### config.mk
export PLATFORM = sky130hd
export DESIGN_NAME = xrbase_alfred_irq_ctrl_flat
export DESIGN_NICKNAME = d
export VERILOG_FILES = /design/src/rtl/xrbase_alfred_irq_pkg.sv /design/src/rtl/xrbase_alfred_irq_if.sv /design/src/rtl/xrbase_alfred_irq_sync.sv /design/src/rtl/xrbase_alfred_irq_ctrl.sv /design/src/flat_wrapper.sv
export SDC_FILE = /design/constraint.sdc
export NUM_CORES = 1
export LEC_CHECK = 0
export BUFFER_PORTS_ARGS = -buffer_cell sky130_fd_sc_hd__buf_2
export CAP_MARGIN = 25
export CORE_UTILIZATION = 56
export CTS_CLUSTER_DIAMETER = 80
export DETAILED_ROUTE_END_ITERATION = 7
export PLACE_DENSITY_LB_ADDON = 0.25
export SLEW_MARGIN = 25
export SYNTH_ARGS = -nofsm -noshare
export SYNTH_HDL_FRONTEND = slang
export SYNTH_SLANG_ARGS = --single-unit
export TNS_END_PERCENT = 10
### constraint.sdc
create_clock -name clk -period 5.15 [get_ports clk]
set_clock_uncertainty 0.05 [all_clocks]
set_input_delay 0.7725 -clock clk [delete_from_list [all_inputs] [get_ports clk]]
set_output_delay 0.7725 -clock clk [all_outputs]
set_load 0.1 [all_outputs]
### src/rtl/xrbase_alfred_irq_pkg.sv
// Shared types and constants for the alfred interrupt controller.
package xrbase_alfred_irq_pkg;
   localparam int unsigned NUM_IRQ_DEF = 33;
   localparam int unsigned ID_W        = 6;

   typedef enum logic [1:0] {
      IDLE,
      PRESENT,
      SERVICE
   } irq_state_e;
endpackage

### src/rtl/xrbase_alfred_irq_if.sv
// Source vector plus claim/end-of-interrupt handshake between the core and the controller.
interface xrbase_alfred_irq_if
   import xrbase_alfred_irq_pkg::*;
   #(parameter int unsigned NUM_IRQ = NUM_IRQ_DEF);

   logic [NUM_IRQ-1:0] irq_in;
   logic               claim_valid;
   logic [ID_W-1:0]    claim_id;
   logic               claim_ready;
   logic               eoi_valid;
   logic [ID_W-1:0]    eoi_id;

   modport master (
      output irq_in, claim_ready, eoi_valid, eoi_id,
      input  claim_valid, claim_id
   );

   modport slave (
      input  irq_in, claim_ready, eoi_valid, eoi_id,
      output claim_valid, claim_id
   );
endinterface

### src/rtl/xrbase_alfred_irq_sync.sv
// Single-bit multi-flop synchronizer for an asynchronous interrupt source.
module xrbase_alfred_irq_sync #(
   parameter int unsigned SYNC_STAGES = 2
) (
   input  logic clk,
   input  logic rst_n,
   input  logic d,
   output logic q
);
   logic [SYNC_STAGES-1:0] ff;

   always_ff @(posedge clk or negedge rst_n) begin
      if (!rst_n) ff <= '0;
      else        ff <= {ff[SYNC_STAGES-2:0], d};
   end

   assign q = ff[SYNC_STAGES-1];
endmodule

### src/rtl/xrbase_alfred_irq_ctrl.sv
// Interrupt controller: synchronize, latch/track pending sources, offer the lowest
// enabled one to the core and hold it until end-of-interrupt.
module xrbase_alfred_irq_ctrl
   import xrbase_alfred_irq_pkg::*;
   #(
   parameter int unsigned NUM_IRQ     = NUM_IRQ_DEF,
   parameter int unsigned SYNC_STAGES = 2
) (
   input  logic                clk,
   input  logic                rst_n,
   xrbase_alfred_irq_if.slave  bus,
   input  logic [NUM_IRQ-1:0]  irq_en,
   input  logic [NUM_IRQ-1:0]  irq_edge,
   output logic                irq_out,
   output logic [NUM_IRQ-1:0]  pending
);
   irq_state_e         state, state_n;
   logic [NUM_IRQ-1:0] sync, samp, samp_d, pend_n, active;
   logic [ID_W-1:0]    lowest_id;
   logic               any_active, claim_fire, load_id;

   for (genvar i = 0; i < NUM_IRQ; i++) begin : g_sync
      xrbase_alfred_irq_sync #(.SYNC_STAGES(SYNC_STAGES)) u_sync (
         .clk   (clk),
         .rst_n (rst_n),
         .d     (bus.irq_in[i]),
         .q     (sync[i])
      );
   end

   // samp/samp_d give the edge detector its previous value one stage after the synchronizer
   always_ff @(posedge clk or negedge rst_n) begin
      if (!rst_n) begin
         samp    <= '0;
         samp_d  <= '0;
         pending <= '0;
      end else begin
         samp    <= sync;
         samp_d  <= samp;
         pending <= pend_n;
      end
   end

   assign claim_fire = (state == PRESENT) && bus.claim_ready;

   always_comb begin
      pend_n = pending;
      for (int unsigned i = 0; i < NUM_IRQ; i++) begin
         if (irq_edge[i]) begin
            if (samp[i] && !samp_d[i])
               pend_n[i] = 1'b1;
            else if (claim_fire && (bus.claim_id == ID_W'(i)))
               pend_n[i] = 1'b0;
         end else begin
            pend_n[i] = samp[i];
         end
      end
   end

   assign active     = pending & irq_en;
   assign any_active = |active;

   // scan from the top so the lowest set index is the last one written
   always_comb begin
      lowest_id = '0;
      for (int unsigned i = 0; i < NUM_IRQ; i++) begin
         if (active[NUM_IRQ-1-i]) lowest_id = ID_W'(NUM_IRQ-1-i);
      end
   end

   always_ff @(posedge clk or negedge rst_n) begin
      if (!rst_n) state <= IDLE;
      else        state <= state_n;
   end

   always_comb begin
      state_n         = state;
      load_id         = 1'b0;
      bus.claim_valid = 1'b0;
      irq_out         = 1'b0;
      case (state)
         IDLE: begin
            irq_out = any_active;
            if (any_active) begin
               load_id = 1'b1;
               state_n = PRESENT;
            end
         end
         PRESENT: begin
            bus.claim_valid = 1'b1;
            irq_out         = 1'b1;
            if (bus.claim_ready) state_n = SERVICE;
         end
         SERVICE: begin
            if (bus.eoi_valid && (bus.eoi_id == bus.claim_id)) state_n = IDLE;
         end
         default: state_n = IDLE;
      endcase
   end

   always_ff @(posedge clk or negedge rst_n) begin
      if (!rst_n)       bus.claim_id <= '0;
      else if (load_id) bus.claim_id <= lowest_id;
   end
endmodule

### src/flat_wrapper.sv
// flat-port wrapper written by rule: the top's interface ports become plain ports
module xrbase_alfred_irq_ctrl_flat import xrbase_alfred_irq_pkg::*;
#(
   parameter int unsigned NUM_IRQ     = NUM_IRQ_DEF,
   parameter int unsigned SYNC_STAGES = 2
)
  (clk, rst_n, irq_en, irq_edge, irq_out, pending, bus_irq_in, bus_claim_ready, bus_eoi_valid, bus_eoi_id, bus_claim_valid, bus_claim_id);
  xrbase_alfred_irq_if #(.NUM_IRQ(NUM_IRQ)) bus_i ();
  input  logic clk;
  input  logic rst_n;
  input  logic [NUM_IRQ-1:0] irq_en;
  input  logic [NUM_IRQ-1:0] irq_edge;
  output logic irq_out;
  output logic [NUM_IRQ-1:0] pending;
  input wire logic [$bits(bus_i.irq_in)-1:0] bus_irq_in;
  input wire logic [$bits(bus_i.claim_ready)-1:0] bus_claim_ready;
  input wire logic [$bits(bus_i.eoi_valid)-1:0] bus_eoi_valid;
  input wire logic [$bits(bus_i.eoi_id)-1:0] bus_eoi_id;
  output wire logic [$bits(bus_i.claim_valid)-1:0] bus_claim_valid;
  output wire logic [$bits(bus_i.claim_id)-1:0] bus_claim_id;
  assign bus_i.irq_in = bus_irq_in;
  assign bus_i.claim_ready = bus_claim_ready;
  assign bus_i.eoi_valid = bus_eoi_valid;
  assign bus_i.eoi_id = bus_eoi_id;
  assign bus_claim_valid = bus_i.claim_valid;
  assign bus_claim_id = bus_i.claim_id;
  xrbase_alfred_irq_ctrl #(.NUM_IRQ(NUM_IRQ), .SYNC_STAGES(SYNC_STAGES)) u_core (.clk(clk), .rst_n(rst_n), .bus(bus_i), .irq_en(irq_en), .irq_edge(irq_edge), .irq_out(irq_out), .pending(pending));
endmodule
==> results of run 1 <==
==> cell usage after synthesis (3+ instances only) <==
library cell               number  area share
sky130_fd_sc_hd__o21ai_0        7      0.0061
sky130_fd_sc_hd__a22oi_1        6      0.0078
sky130_fd_sc_hd__nand2_1       94       0.061
sky130_fd_sc_hd__nor2_1         6      0.0039
sky130_fd_sc_hd__o211ai_1       6      0.0078
sky130_fd_sc_hd__a32o_1        29       0.050
sky130_fd_sc_hd__a22o_1        14       0.021
sky130_fd_sc_hd__a31oi_1        5      0.0054
sky130_fd_sc_hd__nand2b_1       3      0.0032
sky130_fd_sc_hd__dfrtp_1      173        0.75
sky130_fd_sc_hd__xnor2_1        3      0.0046
sky130_fd_sc_hd__xor2_1         3      0.0046
sky130_fd_sc_hd__nor4_1         3      0.0032
sky130_fd_sc_hd__nor3b_1        4      0.0052
sky130_fd_sc_hd__clkbuf_1       4      0.0026
sky130_fd_sc_hd__nand4_1        6      0.0065
sky130_fd_sc_hd__o41ai_1        3      0.0046
==> stage by stage <==
step / instances / instance area (µm²)
CTS: 718 / 7270
finish: 718 / 7270
detailed placement: 686 / 6680
floorplan: 408 / 5780
global route: 718 / 7270
global placement: 686 / 6680
==> where the power goes <==
group	internal (mW)	switching [mW]
combinational	0.169	0.567
sequential	1.46	0.124
clock	0.728	0.533
total	2.36	1.22
==> state kept, by name, summed over array words and instances (netlist names) <==
signal / flops
u_core.pending: 33
u_core.samp: 33
u_core.state: 2
u_core.bus.claim_id: 6
u_core.samp_d: 33
u_core.g_sync.u_sync.ff: 66
==> cell families after synthesis <==
kind of cell | Yosys count | synth area share
simple gates | 132 | 0.103
buf+inv | 8 | 0.00650
mux | 1 | 0.00260
xor+xnor | 6 | 0.00910
compound gates | 88 | 0.129
flops | 173 | 0.750
==> how the worst max path moves through the flow <==
stage	startpoint	endpoint	slack, ns
after CTS	u_core.pending[0]	irq_out	1.74
final	u_core.pending[2]	irq_out	1.73
after floorplan	u_core.pending[30]	irq_out	1.14
after detailed placement	irq_en[3]	irq_out	1.91
after global routing	u_core.pending[0]	irq_out	1.58
after global placement	irq_en[3]	irq_out	1.92
==> layout make-up <==
cell class	instances	share of cell area
sequential	173	0.595
multi-input combinational	227	0.194
timing repair buffer	151	0.105
clock buffer	19	0.0607
tap	133	0.0229
clock inverter	13	0.0208
inverter	2	0.00103
==> metal layers <==
| metal | GRT usage | wire length, µm |
|---|---|---|
| met5 | 0 | 0 |
| met2 | 0.434 | 6710 |
| met4 | 0.121 | 426 |
| met1 | 0.339 | 5590 |
| met3 | 0.0824 | 830 |
==> results.txt, run 1 <==
The proportion of synthesized chip area in sequential cells came out at 0.750. The vias after detailed routing came out at 4091. The net count after synthesis is 517.

The master of the slowest instance on the critical path is sky130_fd_sc_hd__nor4_1. The fraction of final layout cells sized beyond drive strength 1 is 0.318. The number of design-rule violations left by the first detailed-router iteration is 304.

The endpoint identified for the worst register-to-register timing path is u_core.bus.claim_id[0]. After floorplanning, the core was divided into 36 placement rows. TritonCTS built the clock tree.

The global routing usage summed across all routing layers is 0.269. Yosys printed 0 warnings. At the end of routability-driven placement, the weighted congestion stood at 0.891. The pre-CTS setup slack came out at 1.91 ns. The synthesized design contains 0 enable-type register cells. After clock tree synthesis, the clock-pin slew on the worst setup and hold paths is 0.07 ns. The number of antenna violations at the first check in global routing is 0.

At the end of the flow, the number of nets in the layout was 681. In this design, the largest share of critical-path delay is due to simple AND/OR/NAND/NOR gates. After global routing the overflow that remains totals 0. The standby leakage power came out at 3.39 nW.

Across the run, the number of max-cap violations was 0. The post-route DRC violation count is 0. The total length of routed wires came out at 13600 µm. The most used flip-flop cell after synthesis is sky130_fd_sc_hd__dfrtp_1. For this run, the slowest stage of the critical path takes 0.60 ns. The worst max-slew margin expressed relative to the limit came out at 0.515. The flow ran to the end, and the final reports show no timing, DRC or antenna violations. The count of inserted antenna diode cells is 0.

After synthesis, the mean cell area works out to 14.2 µm². In this run, post-CTS hold repair placed 0 buffers. The worst hold margin came out at 0.216 ns.

The total negative slack is 0 ns. STA classifies the critical path startpoint as a flip-flop. In this run the power density over the cells is 492 nW/µm². The clock passes through at most 2 buffers. The buffers plus inverters on the worst setup path came out at 1. Dividing the detail-routed wire length by the instance count gives 18.9 µm. The leading cell type in the layout, fill and taps excluded is sky130_fd_sc_hd__dfrtp_1. Entering global routing, the biggest net connects 86 pins. The via count of the first global-routing pass was 4190.

The area added between synthesis and finish is 25.9%. The H-tree level count came out at 4. The clock drives 173 sinks. The die width is 104 µm. The core utilization of the finished layout is 0.737. Along the worst path, the maximum fanout reaches 5.

The startpoint identified for the worst register-to-register timing path is u_core.pending[2]. Power comes to 3.58 mW. The floorplan step set the die height to 104 µm. The netlist area before placement came out at 5780 µm². The number of buffers created by CTS is 17. In this run the worst hold path is classified as in -> async.

The number of optimization iterations in the first detailed-route pass came out at 5. The worst ir drop on vdd came out at 0.322 mV. The tree is rooted in a sky130_fd_sc_hd__clkbuf_8. The sequential cell area is 4330 µm². The placeable core region came out at 9860 µm². The slack of the worst reg-to-reg path is 2.63 ns. The clock reaches the later pin of the worst-skew pair after 0.53 ns. The multi-input combinational cells in the finished layout cover a total of 1410 µm². The shortest period the worst path allows is 3.42 ns.

At the pin with the least slew margin, the transition time is 0.727 ns. The final-report max-slew violation count is 0. The wire length of the first global-routing pass is 21500 µm. The number of I/O pins is 150. Traced cell by cell, the critical path runs through a22o_1 > nor4_1 > and4b_1 > a31oi_1 > buf_2. For the worst setup path, the data required time is 4.33 ns.

The count of cells resized by post-cts repair is 0. The post-detailed-route count of antenna-violating nets came out at 0. The logic depth of the worst setup path including buffers came out at 5. The number of port buffers is 149. The starting density of the core is 0.585.

The count of final setup violators is 0. In this run, synthesis produced a sequential element count of 173. After detailed routing, the number of vias per cell comes to 5.70. The path depth of the worst reg2reg path came out at 5.

In the finished design, the share of the clock period the worst path needs comes to 0.664. The number of hold-slack violations in the final timing report is 0. The category of the most critical setup path is reg -> out.

The arrival time at the worst endpoint is 2.60 ns. Counting distinct cell types in the post-synthesis netlist gives 45. The top achievable clock speed came out at 292 MHz.

Once detailed placement completed, the half-perimeter wirelength came to 9170 µm. Setup repair after global routing left no endpoint under its margin. In the layout the commonest cells are 173 x sky130_fd_sc_hd__dfrtp_1, 148 x sky130_fd_sc_hd__buf_2, 94 x sky130_fd_sc_hd__nand2_1. The final worst setup slack is 1.73 ns. The buffers inserted during post-CTS setup optimization came out at 0. The area of the die came out at 10700 µm². The post-synthesis async set-or-reset flop share came out at 1.00. The worst setup path is captured at an output pin. The final-layout fill cell count is 632. The number of cells produced by synthesis came out at 408.
No activity file was read; power rests on OpenSTA's default activity.
==> inputs of run 2 (changes only) <==
- CORE_UTILIZATION: 56 -> 52
- clock period: 5.15 -> 3.53 ns (I/O delays scaled with it)
==> run 2 against run 1 <==
- the flow now finishes with violations (negative hold slack)
- utilization shrank 6.3 points
- count of clock-buffer cells in the layout is the same
- first-iteration DRC count shrank 2.6%
- clock power grew 51%
- combinational power grew 48%
- sequential share of layout area shrank 0.34 points
- routed wire length shrank 0.80%
- critical path depth is the same
- non-clock buffer count is the same
- critical path type unchanged
- critical endpoint unchanged
==> results.txt, run 2 (synthesis gave the netlist of run 1 again) <==
The initial utilization of the core area, before any placement, comes to 0.533. The worst hold path belongs to the class in -> async. The number of design-rule violations left by the first detailed-router iteration came out at 296. Clock tree synthesis selected as its root buffer the cell sky130_fd_sc_hd__clkbuf_8. The row count came out at 38. The number of hold-slack violations in the final timing report is 16. The quantity of hold-fixing buffers added after cts came out at 0. Clock-pin slew was measured on the worst setup and hold paths at 0.06 ns. Setup repair after global routing left no endpoint under its margin.

The worst-case clock buffer depth is 2. The post-detailed-route count of antenna-violating nets is 0. The standby leakage power is 3.41 nW.

The post-detailed-route via-to-cell ratio came out at 5.60. The buffers inserted during post-CTS setup optimization came out at 0. The total number of nets in the final design came out at 681.

Along the worst path, the maximum fanout reaches 4. The count of cells resized by post-cts repair is 0. Setup violations remaining at the end of the flow were counted as 0. The wire length per cell after detailed routing is 18.6 µm. The top achievable clock speed came out at 319 MHz. The arrival time at the worst endpoint came out at 2.56 ns.

The count of inserted antenna diode cells came out at 0. At the worst endpoint, the required time is 2.95 ns. The checks that failed: negative hold slack. The H-tree level count came out at 4.

The congestion estimate from routability-driven global placement came to 0.875. The clock sink count is 173. The die boundary height came out at 107 µm.

The type of origin of the critical path is a flip-flop. The shortest period the worst path allows is 3.14 ns. The leading cell type in the layout, fill and taps excluded is sky130_fd_sc_hd__dfrtp_1. The total negative slack is 0 ns.

Compared with the post-synthesis result, the final layout area differs by 26.6%. The fraction of final layout cells sized beyond drive strength 1 came out at 0.317. The number of clock buffers added by TritonCTS is 17. The worst hold margin is -0.0293 ns. The via count of the first global-routing pass came out at 4031. The category of the most critical setup path is reg -> out. Once layout is complete, the cells apart from fillers number 723. The pin count of the biggest net entering global routing came out at 85. The number of placed instances, taps included is 693. The power density over the cells came out at 725 nW/µm². The die width came out at 107 µm.

The register with the most flip-flops in the final layout is u_core.g_sync.u_sync.ff. The worst ir drop on vdd came out at 0.486 mV. The total overflow left after global routing is 0. The flow ran to the end, but the final reports show violations. The placeable core region is 10800 µm².

The wire length of the first global-routing pass came out at 21000 µm. The number of antenna violations at the first check in global routing came out at 0. The clock tree from TritonCTS is done. The total length of routed wires came out at 13400 µm. Of the available clock period, the critical path in the final layout requires 0.889.

The final-report max-slew violation count came to 0. The worst max-slew margin expressed relative to the limit came out at 0.491. The filler cells instantiated in the layout total 789. For this run, the detailed router's first-pass iteration total came to 4. The max-cap check violation count is 0. The HPWL reported at the end of detailed placement came out at 9290 µm. At the pin with the least slew margin, the transition time is 0.764 ns. The later pin in the worst-skew pair is clocked with a latency of 0.54 ns.

The vias after detailed routing is 4047. The number of I/O pins came out at 150. The post-route DRC violation count came out at 0. The area of the die came out at 11500 µm². The global routing usage summed across all routing layers came out at 0.254. The kind of capture point of the worst setup path is an output pin. In this run the tool buffered the top-level ports with 149 buffer cells. Leaving out fill and tap cells, the most frequent cells in the layout are 173 x sky130_fd_sc_hd__dfrtp_1, 148 x sky130_fd_sc_hd__buf_2, 94 x sky130_fd_sc_hd__nand2_1. The register with the most flip-flops in the layout has 66 of them.
## run 2: area by class of cell
cell class,count,area [µm²],area share
Clock buffer,19,442,0.0604
Clock inverter,11,165,0.0226
Inverter,2,7.51,0.00103
Multi-Input combinational cell,227,1420,0.193
Sequential cell,173,4330,0.592
Tap cell,140,175,0.0240
Timing Repair Buffer,151,779,0.107
## run 2: stage by stage
stage	setup WS [ns]	power (mW)	area, µm²	hold WS, ns	util
after floorplan	0.315	3.10	5780	0.184	-
after global placement	0.771	3.39	6710	0.282	0.619
after detailed placement	0.740	3.42	6710	0.285	0.619
after CTS	0.378	5.33	7310	0.00410	0.675
after global routing	0.321	5.50	7310	0.0182	0.675
final	0.393	5.30	7310	-0.0293	0.675
## run 2: report_power, final
group | internal, mW | switching (mW)
sequential | 2.13 | 0.182
combinational | 0.250 | 0.841
clock | 1.18 | 0.722
## run 2: path summary, 6_finish.rpt
kind | start | endpoint | slack, ns | cells past startpoint
setup / recovery | u_core.pending[19] | irq_out | 0.39 | 5
hold / removal | rst_n | u_core.pending[11] | -0.03 | 1
setup reg to reg | u_core.pending[19] | u_core.bus.claim_id[0] | 1.09 | 5
hold reg to reg | u_core.g_sync[32].u_sync.ff[0] | u_core.g_sync[32].u_sync.ff[1] | 0.29 | 0
max in group asynchronous | rst_n | u_core.g_sync[21].u_sync.ff[0] | 2.62 | 2
min in group clk | bus_irq_in[11] | u_core.g_sync[11].u_sync.ff[0] | 0.05 | 1
## run 2: metal layers
layer,part of all wire,vias up,wire length [µm],global-route usage
met5,0,-,0,0
met4,0.028,0,372,0.126
met3,0.072,29,969,0.0775
met2,0.49,158,6550,0.394
met1,0.41,2039,5550,0.326
li1,-,1821,-,-
## run 2: critical path: stages (launching register included)
cell	delay (ns)
sky130_fd_sc_hd__dfrtp_1	0.42
sky130_fd_sc_hd__a22o_1	0.28
sky130_fd_sc_hd__or4_4	0.56
sky130_fd_sc_hd__and4b_1	0.33
sky130_fd_sc_hd__a31oi_2	0.12
sky130_fd_sc_hd__buf_2	0.31
==> inputs of run 3 (changes only) <==
- MAX_ROUTING_LAYER: unset -> met4
- SLEW_MARGIN: 25 -> unset
==> run 3 against run 2 <==
- the flow still finishes with violations (negative hold slack)
- largest cell class unchanged
- worst hold slack hardly changed
- sequential power barely moved
- largest power group unchanged
- clock power hardly changed
- flip-flop and latch count unchanged
- combinational power about the same
- routed wire length is 0.77% lower
- sequential share of layout area unchanged
- global-route usage increased by 0.73 points
==> results.txt, run 3 (synthesis gave the netlist of run 1 again) <==
STA classifies the critical path startpoint as a flip-flop. The wire length per cell after detailed routing is 18.5 µm. The logic depth of the worst setup path including buffers is 5.

The slack of the worst reg-to-reg path is 1.08 ns. The post-detailed-route count of antenna-violating nets is 0. The row count is 38. The detailed router placed 4017 vias in this run. The number of optimization iterations in the first detailed-route pass is 4.

The count of cells resized by post-cts repair came out at 0. The final-report max-slew violation count came to 0. The pin count of the biggest net entering global routing came out at 85. The area taken by multi-input logic gates came out at 1420 µm². The largest individual stage delay along the critical path comes from the cell sky130_fd_sc_hd__or4_4. Data on the critical path is required at its endpoint by 2.95 ns. The post-detailed-route via-to-cell ratio is 5.56. The post-place instance area is 6710 µm². The number of port buffers is 149.

At the end of the flow, the number of nets in the layout was 681. The worst setup path is of the reg -> out kind. The total negative slack is 0 ns. Headroom to the max-slew limit came out at 0.495. The register with the most flip-flops in the layout has 66 of them. Setup repair after global routing left no endpoint under its margin. The register clock-pin slew on the reported worst setup and hold paths came out at 0.06 ns. The first global-routing pass estimated 21000 µm of wire. In the final layout, flip-flops and latches occupy 4330 µm². The fraction of final layout cells sized beyond drive strength 1 is 0.317.

The clock tree synthesis step divided the H-tree into 4 levels. After routing the design area is 7310 µm². The start of the worst register-to-register path is u_core.pending[19]. The highest net fanout along the worst path came out at 4. The clock reaches the later pin of the worst-skew pair after 0.53 ns. Summed over all cells, the static leakage comes to 3.41 nW. The worst setup path is captured at an output pin. The final reports fail on negative hold slack. The HPWL reported at the end of detailed placement is 9290 µm. TritonCTS built the clock tree. The top cell types in the final layout, fill and taps aside, are 173 x sky130_fd_sc_hd__dfrtp_1, 148 x sky130_fd_sc_hd__buf_2, 94 x sky130_fd_sc_hd__nand2_1. The area of the die is 11500 µm². The total length of routed wires is 13300 µm.

Ranked by flip-flop count, first place goes to u_core.g_sync.u_sync.ff. The largest incremental delay on the critical path came out at 0.56 ns. The arrival time at the worst endpoint came out at 2.55 ns.

The clock sink count is 173. The final-layout fill cell count came out at 789. The area added between synthesis and finish is 26.6%. The power density over the cells is 724 nW/µm². Max-cap violations in this run came to 0. The worst hold path belongs to the class in -> async.

The top achievable clock speed is 319 MHz. The starting density of the core is 0.533. The number of clock buffers added by TritonCTS is 17. The floorplan step defined a core boundary enclosing 10800 µm². Final hold analysis gives a worst-case slack of -0.0290 ns.

The path depth of the worst reg2reg path is 5. The number of design-rule violations left by the first detailed-router iteration is 242. The via count of the first global-routing pass came out at 4027. The worst-case clock buffer depth came out at 2.

The post-route DRC violation count came out at 0. Leaving out filler cells and counting taps, the final layout contains 723. On the critical path the largest part of the delay comes from simple AND/OR/NAND/NOR gates.

Across the VDD grid, the largest voltage drop is 0.485 mV. The signal on the critical path passes through a22o_1 > or4_4 > and4b_1 > a31oi_2 > buf_2. The die is 107 µm tall.

Setup violations remaining at the end of the flow were counted as 0. In the global route stage, overall resource usage came out at 0.261. The buffers plus inverters on the worst setup path is 1. The tree is rooted in a sky130_fd_sc_hd__clkbuf_8. The slew of the pin with the lowest slew margin is 0.758 ns. The final weighted congestion in routability-driven placement is 0.889.

The number of hold-slack violations in the final timing report is 15. The post-route clock period utilization is 0.888. The flow ran to the end, but the final reports show violations.

The buffers inserted during post-CTS setup optimization came out at 0. Summed over all layers, the global routing overflow is 0. The die width came out at 107 µm. The number of antenna violations at the first check in global routing is 0.

The number of I/O pins is 150. The terminus of the critical flop-to-flop path is u_core.bus.claim_id[0]. The library cell used most frequently in the layout, excluding fill and tap cells, is sky130_fd_sc_hd__dfrtp_1. The shortest period the worst path allows is 3.13 ns. Hold repair after CTS inserted 0 buffers. 0 antenna diodes ended up in the layout. The number of placed instances, taps included is 693. Measured on the finished design, the core utilization comes to 0.675.
-- run 3: cell counts in the layout (fill, tap and decap cells not counted) --
No cell type changed its count.
-- run 3: metal layers --
layer | wire length, µm | global-route usage
met1 | 5470 | 0.326
met2 | 6470 | 0.396
met3 | 956 | 0.0696
met4 | 454 | 0.135
met5 | 0 | -
-- run 3: per-stage QoR --
step           power (mW)  worst slack [ns]
2_1_floorplan        3.10             0.315
3_3_place_gp         3.39             0.771
3_5_place_dp         3.42             0.740
4_1_cts              5.33             0.378
5_1_grt              5.50             0.326
6_report             5.29             0.396
-- run 3: power by group --
group	switching, mW	internal [mW]
combinational	0.839	0.250
sequential	0.181	2.13
clock	0.718	1.18
total	1.74	3.56
-- run 3: worst reg2reg max path: stages (launching register included) --
cell                      delay [ns]
sky130_fd_sc_hd__dfrtp_1        0.42
sky130_fd_sc_hd__a22o_1         0.29
sky130_fd_sc_hd__or4_4          0.56
sky130_fd_sc_hd__and4b_1        0.33
sky130_fd_sc_hd__a211o_1        0.36
sky130_fd_sc_hd__mux2_4         0.33
-- run 3: cell type report --
class                   instances  share of cell area
inverters                       2             0.00103
multi-input cells             227               0.193
clock inverters                11              0.0226
repair buffers                151               0.107
flip-flops and latches        173               0.592
clock buffers                  19              0.0604
well taps                     140              0.0240
-- run 3: how the worst max path moves through the flow --
stage                         end                from  slack [ns]
after floorplan           irq_out  u_core.pending[30]        0.32
after global placement    irq_out          irq_en[19]        0.77
after detailed placement  irq_out          irq_en[19]        0.74
after CTS                 irq_out  u_core.pending[19]        0.38
after global routing      irq_out  u_core.pending[19]        0.33
final                     irq_out  u_core.pending[19]        0.40
